==> src/rtl/hazard_stall_ctrl.sv <==
// Load-use / branch hazard stall controller with multi-cycle load
// latency, memory freeze handling and a saturating stall counter.
module hazard_stall_ctrl #(
    parameter int REG_W    = 5,
    parameter int LOAD_LAT = 1,
    parameter int CNT_W    = 16
) (
    input  logic             clk,
    input  logic             rst_n,
    input  logic [5:0]       id_op,
    input  logic [5:0]       id_funct,
    input  logic [REG_W-1:0] id_rs,
    input  logic [REG_W-1:0] id_rt,
    input  logic             id_rt_valid,
    input  logic             ex_mem_read,
    input  logic             ex_reg_write,
    input  logic [REG_W-1:0] ex_dst,
    input  logic             mem_mem_read,
    input  logic             mem_reg_write,
    input  logic [REG_W-1:0] mem_dst,
    input  logic             br_taken,
    input  logic             dmem_busy,
    input  logic             stat_clr,
    output logic             pc_stall,
    output logic             if_id_stall,
    output logic             if_id_flush,
    output logic             id_ex_bubble,
    output logic [CNT_W-1:0] stall_cnt,
    output logic [1:0]       state
);

    typedef enum logic [1:0] {
        RUN    = 2'b00,
        LDWAIT = 2'b01,
        FREEZE = 2'b10
    } state_e;

    localparam logic [5:0] OP_R   = 6'b000000;
    localparam logic [5:0] OP_J   = 6'b000010;
    localparam logic [5:0] OP_JAL = 6'b000011;
    localparam logic [5:0] OP_BEQ = 6'b000100;
    localparam logic [5:0] OP_BNE = 6'b000101;
    localparam logic [5:0] FN_JR  = 6'b001000;
    localparam logic [2:0] LAT_M1 = 3'(LOAD_LAT - 1);

    state_e           state_q, state_d;
    logic [2:0]       cnt_q, cnt_d;
    logic [CNT_W-1:0] stall_cnt_q, stall_cnt_d;

    logic ex_hit, mem_hit;
    logic is_jr, is_beq, is_bne, is_j, is_jal;
    logic load_use, br_dep, ctl_xfer;
    logic pc_s, ifid_s, flush_s, bub_s;

    // Register 0 is hardwired, so it can never carry a dependency.
    assign ex_hit = (ex_dst != '0) &&
                    ((id_rs == ex_dst) ||
                     (id_rt_valid && (id_rt == ex_dst)));
    assign mem_hit = (mem_dst != '0) &&
                     ((id_rs == mem_dst) ||
                      (id_rt_valid && (id_rt == mem_dst)));

    assign is_jr  = (id_op == OP_R) && (id_funct == FN_JR);
    assign is_beq = (id_op == OP_BEQ);
    assign is_bne = (id_op == OP_BNE);
    assign is_j   = (id_op == OP_J);
    assign is_jal = (id_op == OP_JAL);

    assign load_use = ex_mem_read && ex_hit;
    assign br_dep   = (is_beq || is_bne || is_jr) &&
                      ((ex_reg_write && ex_hit) ||
                       (mem_reg_write && mem_mem_read && mem_hit));
    assign ctl_xfer = is_j || is_jal || is_jr ||
                      (is_beq && br_taken) ||
                      (is_bne && !br_taken);

    always_comb begin
        pc_s    = 1'b0;
        ifid_s  = 1'b0;
        flush_s = 1'b0;
        bub_s   = 1'b0;
        cnt_d   = cnt_q;
        state_d = RUN;
        if (dmem_busy) begin
            pc_s    = 1'b1;
            ifid_s  = 1'b1;
            state_d = FREEZE;
        end else if (cnt_q != 3'd0) begin
            pc_s    = 1'b1;
            ifid_s  = 1'b1;
            bub_s   = 1'b1;
            cnt_d   = cnt_q - 3'd1;
            state_d = (cnt_q == 3'd1) ? RUN : LDWAIT;
        end else if (load_use) begin
            pc_s    = 1'b1;
            ifid_s  = 1'b1;
            bub_s   = 1'b1;
            cnt_d   = LAT_M1;
            state_d = (LOAD_LAT > 1) ? LDWAIT : RUN;
        end else if (br_dep) begin
            pc_s    = 1'b1;
            ifid_s  = 1'b1;
            bub_s   = 1'b1;
        end else if (ctl_xfer) begin
            flush_s = 1'b1;
        end
    end

    always_comb begin
        stall_cnt_d = stall_cnt_q;
        if (stat_clr) begin
            stall_cnt_d = '0;
        end else if (pc_s && !(&stall_cnt_q)) begin
            stall_cnt_d = stall_cnt_q + CNT_W'(1);
        end
    end

    always_ff @(posedge clk or negedge rst_n) begin
        if (!rst_n) begin
            state_q     <= RUN;
            cnt_q       <= 3'd0;
            stall_cnt_q <= '0;
        end else begin
            state_q     <= state_d;
            cnt_q       <= cnt_d;
            stall_cnt_q <= stall_cnt_d;
        end
    end

    // Reset forces the controls low combinationally, not just at the edge.
    assign pc_stall     = rst_n && pc_s;
    assign if_id_stall  = rst_n && ifid_s;
    assign if_id_flush  = rst_n && flush_s;
    assign id_ex_bubble = rst_n && bub_s;
    assign stall_cnt    = stall_cnt_q;
    assign state        = state_q;

endmodule

==> config.mk <==
export PLATFORM = sky130hd
export DESIGN_NAME = hazard_stall_ctrl
export DESIGN_NICKNAME = d
export VERILOG_FILES = /design/src/rtl/hazard_stall_ctrl.sv
export SDC_FILE = /design/constraint.sdc
export NUM_CORES = 1
export LEC_CHECK = 0
export CAP_MARGIN = 10
export CORE_MARGIN = 8
export CORE_UTILIZATION = 49
export CTS_BUF_LIST = sky130_fd_sc_hd__clkbuf_4
export CTS_CLUSTER_DIAMETER = 40
export DETAILED_ROUTE_END_ITERATION = 6
export PLACE_DENSITY = 0.91
export SYNTH_ARGS = -nofsm -noshare
export SYNTH_HDL_FRONTEND = slang
export SYNTH_SLANG_ARGS = --single-unit
==> constraint.sdc <==
create_clock -name clk -period 3.9 [get_ports clk]
set_clock_uncertainty 0.1 [all_clocks]
set_input_delay 0.78 -clock clk [delete_from_list [all_inputs] [get_ports clk]]
set_output_delay 0.78 -clock clk [all_outputs]
set_load 0.05 [all_outputs]
## Yosys cells after proc, flatten, opt, wreduce, memory -nomap -nowiden

Index checks and enable logic that the tools add are counted.

| word-level totals | value |
|---|---|
| flip-flop bits (word level) | 21 |
| bits of input ports | 42 |
| output and inout bits | 22 |
| word-level logic and storage cells | 68 |

| cells by class | value |
|---|---|
| $add $sub $neg | 2 |
| eq/ne operators | 10 |
| multiplexer cells | 17 |
| bitwise operators | 1 |
| reductions and logical operators | 35 |

Operator list:

| operator | count |
|---|---|
| $mux 16 | 2 |
| $eq 5x5->1 | 4 |
| $add 16x1->16 const B | 1 |
| $logic_and 1x1->1 | 16 |
| $reduce_and 16->1 | 1 |
| $eq 6x2->1 const B | 2 |
| $eq 6x3->1 const B | 2 |
| $mux 1 | 12 |
| $reduce_bool 5->1 | 2 |
| $logic_or 1x1->1 | 9 |
| $eq 6x4->1 const B | 1 |
| $logic_not 6->1 | 1 |
| $mux 3 | 2 |
| $reduce_bool 2->1 | 2 |
| $eq 3x1->1 const B | 1 |
| $reduce_bool 3->1 | 1 |
| $sub 3x1->3 const B | 1 |
| $logic_not 1->1 | 2 |
| $mux 2 | 1 |
| $reduce_and 2->1 | 1 |
| $not 1->1 | 1 |

## Longest topological paths before layout

Gate-level depths: netlist (run 1).

| depth | value |
|---|---|
| word-level depth | 14 |
| depth in mapped cells | 8 |
| depth with buffers taken out | 7 |

## Worst setup path before layout (run 1)

No wires, ideal clock.

| timing path | value |
|---|---|
| path type | input to output |
| start | in id_rt[3] |
| end | out id_ex_bubble |
| data arrival time | 2.517 ns |
| data required time | 3.020 ns |
| path slack | 0.503 ns |
| stages | 6 |
| buffers on the path | 0 |
| cells stage by stage | xor2_1 nor4_2 a32oi_1 o31a_4 and2_2 nor2b_1 |

| on the way | value |
|---|---|
| longest elaborated chain between the ends | 12 |
| elaborated cells on any way between the ends | 18 |
| those cells by class | 2 x eq/ne; 4 x mux; 12 x reduce/logical |

Ends and longest elaborated chain:

| element | RTL line | text |
|---|---|---|
| start, declared | 13 | `input logic [REG_W-1:0] id_rt,` |
| $eq 5x5->1 (on tied branches) | 58, 61 |  |
| $logic_and 1x1->1 (on tied branches) | 58, 61 |  |
| $logic_or 1x1->1 (on tied branches) | 57, 60 |  |
| $logic_and 1x1->1 (on tied branches) | 56, 59 |  |
| $logic_and 1x1->1 (on tied branches) | 71, 72 |  |
| $logic_or 1x1->1 | 71 | `((ex_reg_write && ex_hit) \|\|` |
| $logic_and 1x1->1 | 70 | `assign br_dep = (is_beq \|\| is_bne \|\| is_jr) &&` |
| $mux 1 | 100 | `end else if (br_dep) begin` |
| $mux 1 (*) | 94 | `end else if (load_use) begin` |
| $mux 1 (*) | 88 | `end else if (cnt_q != 3'd0) begin` |
| $mux 1 (*) | 84 | `if (dmem_busy) begin` |
| $logic_and 1x1->1 (*) | 134 | `assign id_ex_bubble = rst_n && bub_s;` |
| end, declared | 27 | `output logic id_ex_bubble,` |

Every way passes the cells marked *; elsewhere a longest branch is shown, timed or not.

## Worst setup path in the final report (run 1)

Ends and elaborated chain as after synthesis.

==> results.sh, run 1 <==
export IMPL_dp_slack_ns=0.2040
export IMPL_worst_slew_margin_rel=0.4331
export IMPL_clockRootBuffer="clkbuf_4"
export IMPL_cts_setup_buffers=0
export IMPL_synth_distinct_cells=49
export IMPL_finalCritPeriodShare=0.9429
export IMPL_wire_per_inst_um=15.56
export IMPL_synth_edff_count=0
export IMPL_diodes=0
export IMPL_grt_ovfl_total=0
export IMPL_status="completed"
export IMPL_hold_end="cnt_q[0]"
export IMPL_power_mw=0.7343
export IMPL_syn_inst=173
export IMPL_worstMarginPinSlew_ns=0.8476
export IMPL_maxCapViolCount=0
export IMPL_syn_area_per_cell_um2=9.395
export IMPL_synth_area_leaders="dfrtp_1, xor2_1, xnor2_1"
export IMPL_r2r_slack_ns=1.61
export IMPL_first_pass_iters=4
export IMPL_worstHoldPathType="reg2reg"
export IMPL_crit_buf_inv=2
export IMPL_p_leak_nw=0.9634
export IMPL_dieArea_mm2=0.005416
export IMPL_cts_resized=0
export IMPL_ys_warn_count=0
export IMPL_hold_slack_ns=0.4077
export IMPL_crit_arrival_ns=2.80
export IMPL_antenna_found_initial=0
export IMPL_wl_um=4357
export IMPL_path_clk_slew_ns=0.11
export IMPL_drt_vias_per_instance=5.321
export IMPL_syn_nets=218
export IMPL_r2r_start="stall_cnt[6]"
export IMPL_syn2layout_area_growth_pct=44.03
export IMPL_die_h_um=73.60
export IMPL_r2r_end="stall_cnt[5]"
export IMPL_cp_top_family="simple AND/OR/NAND/NOR gates"
export IMPL_hold_buffers=0
export IMPL_cts_tree="yes"
export IMPL_hold_path_cell_count=1
export IMPL_synth_seq_cells=21
export IMPL_drive_gt1_frac=0.1111
export IMPL_async_flop_share=1.000
export IMPL_nets=280
export IMPL_start_util=0.4988
export IMPL_portBuffers=63
export IMPL_track_usage=0.1653
export IMPL_ys_seq_area_frac=0.3233
export IMPL_vias=1490
export IMPL_gp_congestion=0.8680
export IMPL_end_kind="output pin"
export IMPL_ys_flop_type="dfrtp_1"
export IMPL_ff2ff_path_depth=7
export IMPL_coreArea_mm2=0.003258
export IMPL_grt_max_degree=27
export IMPL_fmax_mhz=271.9
export IMPL_slew_violations=0
export IMPL_syn_area_mm2=0.001625
export IMPL_postRouteAntennaNets=0
export IMPL_hold_violations=0
export IMPL_crit_fanout=4
export IMPL_max_stage_delay_ns=0.48
export IMPL_synthDominantCellAreaShare=0.3233
export IMPL_synth_area_leader_cell="dfrtp_1"
export IMPL_clk_path_buf_depth=2
export IMPL_grt_pass1_vias=1579
export IMPL_clock_latency_ns=0.30
export IMPL_tns_ns=0
export IMPL_cp_cell_sequence="clkdlybuf4s50_1 > xor2_1 > nor4_2 > a32oi_1 > o31a_4 > and2_2 > nor2b_1 > buf_12"
export IMPL_worstHoldStart="cnt_q[0]"
export IMPL_fp_dieW_um=73.60
export IMPL_cts_sinks=21
export IMPL_vdd_drop_max_mv=0.4345
export IMPL_netlist_top_cells_count="dfrtp_1, nor2_1, xor2_1"
export IMPL_numCtsBuffers=3
export IMPL_timing_final_ws_setup_ns=0.2228
export IMPL_route_detailed_drc=0
export IMPL_drtIter0Drc=22
export IMPL_num_io_pins=64
export IMPL_finish_utilization=0.7185
export IMPL_grt_pass1_wl_um=7279
export IMPL_htreeDepth=1
export IMPL_min_period_ns=3.677
export IMPL_dp_hpwl_um=3544
export IMPL_setup_viol=0
export IMPL_cp_required_ns=3.02
export IMPL_rsz0062_at_grt="no"
export IMPL_slowest_stage="clkdlybuf4s50_1"
export IMPL_p_per_area_mw_per_mm2=313.7
export IMPL_path_class="in2out"
export IMPL_rows=21
export IMPL_start_kind="primary input"
-- report_power, final --
part | total [mW] | switching [mW] | internal [mW]
clock network | 0.110 | 0.0631 | 0.0468
registers | 0.259 | 0.0201 | 0.239
logic | 0.365 | 0.204 | 0.161
-- worst register-to-register path: stages (launching register included) --
cell	delay (ns)
dfrtp_1	0.45
and4_1	0.23
and2_1	0.18
nand3_1	0.21
nor3_4	0.09
a21oi_4	0.42
nand4_1	0.18
mux2_1	0.33
-- worst max path at each step --
stage | startpoint | to | slack [ns] | depth (start not counted)
CTS | id_rt[3] | id_ex_bubble | 0.20 | 8
detailed placement | id_rt[3] | id_ex_bubble | 0.20 | 8
floorplan | id_rt[3] | id_ex_bubble | 0.50 | 6
finish | id_rt[3] | id_ex_bubble | 0.22 | 8
global route | id_rt[3] | id_ex_bubble | 0.1 | 8
global placement | id_op[3] | id_ex_bubble | 0.25 | 8
-- metal layers --
metal	track usage	vias up	wire [um]
li1	-	738	-
met1	0.2013	692	1979
met2	0.2844	54	1988
met3	0.03820	6	365
met4	0.03769	0	24
met5	0	-	0
-- cell families (layout without fill, tap and decap cells) --
kind of cell	count (synthesis)	in the layout	share of synthesized area
AO/OA/AOI/OAI	29	29	0.1540
XOR/XNOR	23	23	0.1239
adder cells (fa/ha/maj)	3	3	0.02310
buffers and inverters	11	72	0.04003
flip-flops	21	21	0.3233
multiplexers	8	8	0.05466
AND/OR/NAND/NOR	78	78	0.2810
-- per-stage QoR --
step           area, um^2  instances
6_report             2341        280
5_1_grt              2341        280
4_1_cts              2341        280
3_5_place_dp         2311        276
3_3_place_gp         2311        276
2_1_floorplan        1625        173
-- sequential cells by signal (all words and copies together), names as in the netlist --
signal and flops:
cnt_q 3, state 2, stall_cnt 16
-- layout by cell type, fill, tap and decap left out, types with 6 or more instances in the layout --
cell type	synthesis	final
a21oi_1	9	9
dfrtp_1	21	21
nor2b_1	8	8
nand3_1	9	9
nand2_1	7	7
clkdlybuf4s50_1	0	59
mux2_1	7	7
xnor2_1	11	11
nand4_1	6	6
nor2_1	21	21
xor2_1	12	12
-- layout make-up --
type                            count  area [um^2]
Clock buffer                        4        30.03
Fill cell                         259        917.1
Inverter                            4        15.01
Multi-Input combinational cell    141         1035
Sequential cell                    21        525.5
Tap cell                           46        57.56
Timing Repair Buffer               64        678.2
Power figures use the tool's default switching activity.
==> run 2, diff against run 1 <==
Settings changed: CELL_PAD_IN_SITES_DETAIL_PLACEMENT set to 2, CELL_PAD_IN_SITES_GLOBAL_PLACEMENT set to 2, CORE_UTILIZATION 49 to 28, PLACE_DENSITY 0.91 to 0.9, SLEW_MARGIN set to 20.
==> results.sh, run 2 (same netlist as run 1, synthesis figures left out) <==
export IMPL_vias=1545
export IMPL_ff2ff_path_depth=8
export IMPL_layout_commonest_cell="clkdlybuf4s50_1"
export IMPL_max_stage_delay_ns=0.55
export IMPL_cp_top_family="buffers and inverters"
export IMPL_postRouteAntennaNets=0
export IMPL_p_per_area_mw_per_mm2=317.2
export IMPL_tns_ns=0
export IMPL_syn2layout_area_growth_pct=46.96
export IMPL_crit_buf_inv=2
export IMPL_setup_viol=0
export IMPL_dieArea_mm2=0.008499
export IMPL_maxCapViolCount=0
export IMPL_cp_required_ns=3.02
export IMPL_r2r_end="stall_cnt[3]"
export IMPL_portBuffers=63
export IMPL_antenna_found_initial=0
export IMPL_slew_violations=0
export IMPL_clockRootBuffer="clkbuf_4"
export IMPL_first_pass_iters=2
export IMPL_gp_congestion=0.8618
export IMPL_track_usage=0.1376
export IMPL_vdd_drop_max_mv=0.2498
export IMPL_drtIter0Drc=28
export IMPL_slowest_stage="clkdlybuf4s50_1"
export IMPL_wl_um=5751
export IMPL_start_kind="primary input"
export IMPL_finish_utilization=0.4285
export IMPL_min_period_ns=3.798
export IMPL_drt_vias_per_instance=5.016
export IMPL_cts_resized=0
export IMPL_r2r_start="stall_cnt[7]"
export IMPL_crit_fanout=3
export IMPL_grt_max_degree=27
export IMPL_crit_end="pc_stall"
export IMPL_fmax_mhz=263.3
export IMPL_fp_dieW_um=92.19
export IMPL_worst_slew_margin_rel=0.6324
export IMPL_wire_per_inst_um=18.67
export IMPL_crit_arrival_ns=2.92
export IMPL_cp_cell_sequence="clkdlybuf4s50_1 > xnor2_1 > nand3_1 > o32ai_2 > a31oi_2 > nand2_1 > and2_1 > buf_12"
export IMPL_hold_path_cell_count=1
export IMPL_dp_hpwl_um=4701
export IMPL_diodes=0
export IMPL_grt_pass1_wl_um=9604
export IMPL_nets=282
export IMPL_finalCritPeriodShare=0.9739
export IMPL_hold_buffers=0
export IMPL_coreArea_mm2=0.005574
export IMPL_clk_path_buf_depth=2
export IMPL_rsz0062_at_grt="no"
export IMPL_grt_pass1_vias=1788
export IMPL_die_h_um=92.19
export IMPL_r2r_slack_ns=1.62
export IMPL_cp_startpoint="ex_dst[4]"
export IMPL_route_detailed_drc=0
export IMPL_num_io_pins=64
export IMPL_cts_setup_buffers=0
export IMPL_p_leak_nw=0.9726
export IMPL_end_kind="output pin"
export IMPL_start_util=0.2916
export IMPL_grt_ovfl_total=0
export IMPL_worstMarginPinSlew_ns=0.5497
export IMPL_worstSetupPathDepth=8
export IMPL_cts_sinks=21
export IMPL_rows=27
export IMPL_cts_tree="yes"
export IMPL_clock_latency_ns=0.31
export IMPL_path_class="in2out"
export IMPL_largest_register_ffs=16
export IMPL_numCtsBuffers=3
export IMPL_status="completed"
export IMPL_mostFrequentLayoutCells="clkdlybuf4s50_1, nor2_1, dfrtp_1"
export IMPL_hold_violations=0
export IMPL_drive_gt1_frac=0.1186
export IMPL_worstHoldPathType="reg2reg"
export IMPL_htreeDepth=1
export IMPL_path_clk_slew_ns=0.11
==> run 2: how the worst min path moves through the flow <==
| stage | startpoint | to | slack, ns |
|---|---|---|---|
| 2_1_floorplan | cnt_q[0] | cnt_q[0] | 0.35 |
| 3_3_place_gp | cnt_q[0] | cnt_q[0] | 0.37 |
| 3_5_place_dp | cnt_q[0] | cnt_q[0] | 0.39 |
| 4_1_cts | cnt_q[0] | cnt_q[0] | 0.41 |
| 5_1_grt | cnt_q[0] | cnt_q[0] | 0.46 |
| 6_report | cnt_q[0] | cnt_q[0] | 0.40 |
==> run 2: cell type report <==
cell class	instances	area (um^2)
Fill cell	618	3186
Multi-Input combinational cell	141	1035
Timing Repair Buffer	66	693.2
Sequential cell	21	525.5
Tap cell	72	90.09
Clock buffer	4	30.03
Inverter	4	15.01
==> run 2: layer usage <==
layer | up-vias | wire length, um | GRT usage
met1 | 749 | 2623 | 0.1705
li1 | 741 | - | -
met4 | 0 | 34 | 0.03087
met3 | 4 | 290 | 0.02852
met2 | 51 | 2802 | 0.2378
met5 | - | 0 | 0
==> run 2: through the flow <==
step | hold WS [ns] | setup WS, ns | instances | instance area (um^2) | total power [mW]
5_1_grt | 0.4565 | 0.004493 | 308 | 2389 | 0.8038
3_3_place_gp | 0.3706 | 0.2298 | 304 | 2359 | 0.6389
3_5_place_dp | 0.3926 | 0.06046 | 304 | 2359 | 0.6518
4_1_cts | 0.4089 | 0.07091 | 308 | 2389 | 0.7706
6_report | 0.4008 | 0.1017 | 308 | 2389 | 0.7577
2_1_floorplan | 0.3532 | 0.5035 | 173 | 1625 | 0.4945
==> run 2: report_power, final <==
group / switching (mW) / total, mW / internal [mW] / leakage [nW]
clock: 0.0669 / 0.114 / 0.0468 / 0.0184
combinational: 0.218 / 0.384 / 0.166 / 0.668
sequential: 0.0212 / 0.260 / 0.239 / 0.286
total: 0.306 / 0.758 / 0.452 / 0.973
==> run 3, diff against run 2 <==
Settings changed: SLEW_MARGIN 20 to 10, TNS_END_PERCENT set to 1.
==> results of run 3 <==
No change in the layout: final DEF, timing and power equal those of run 2.
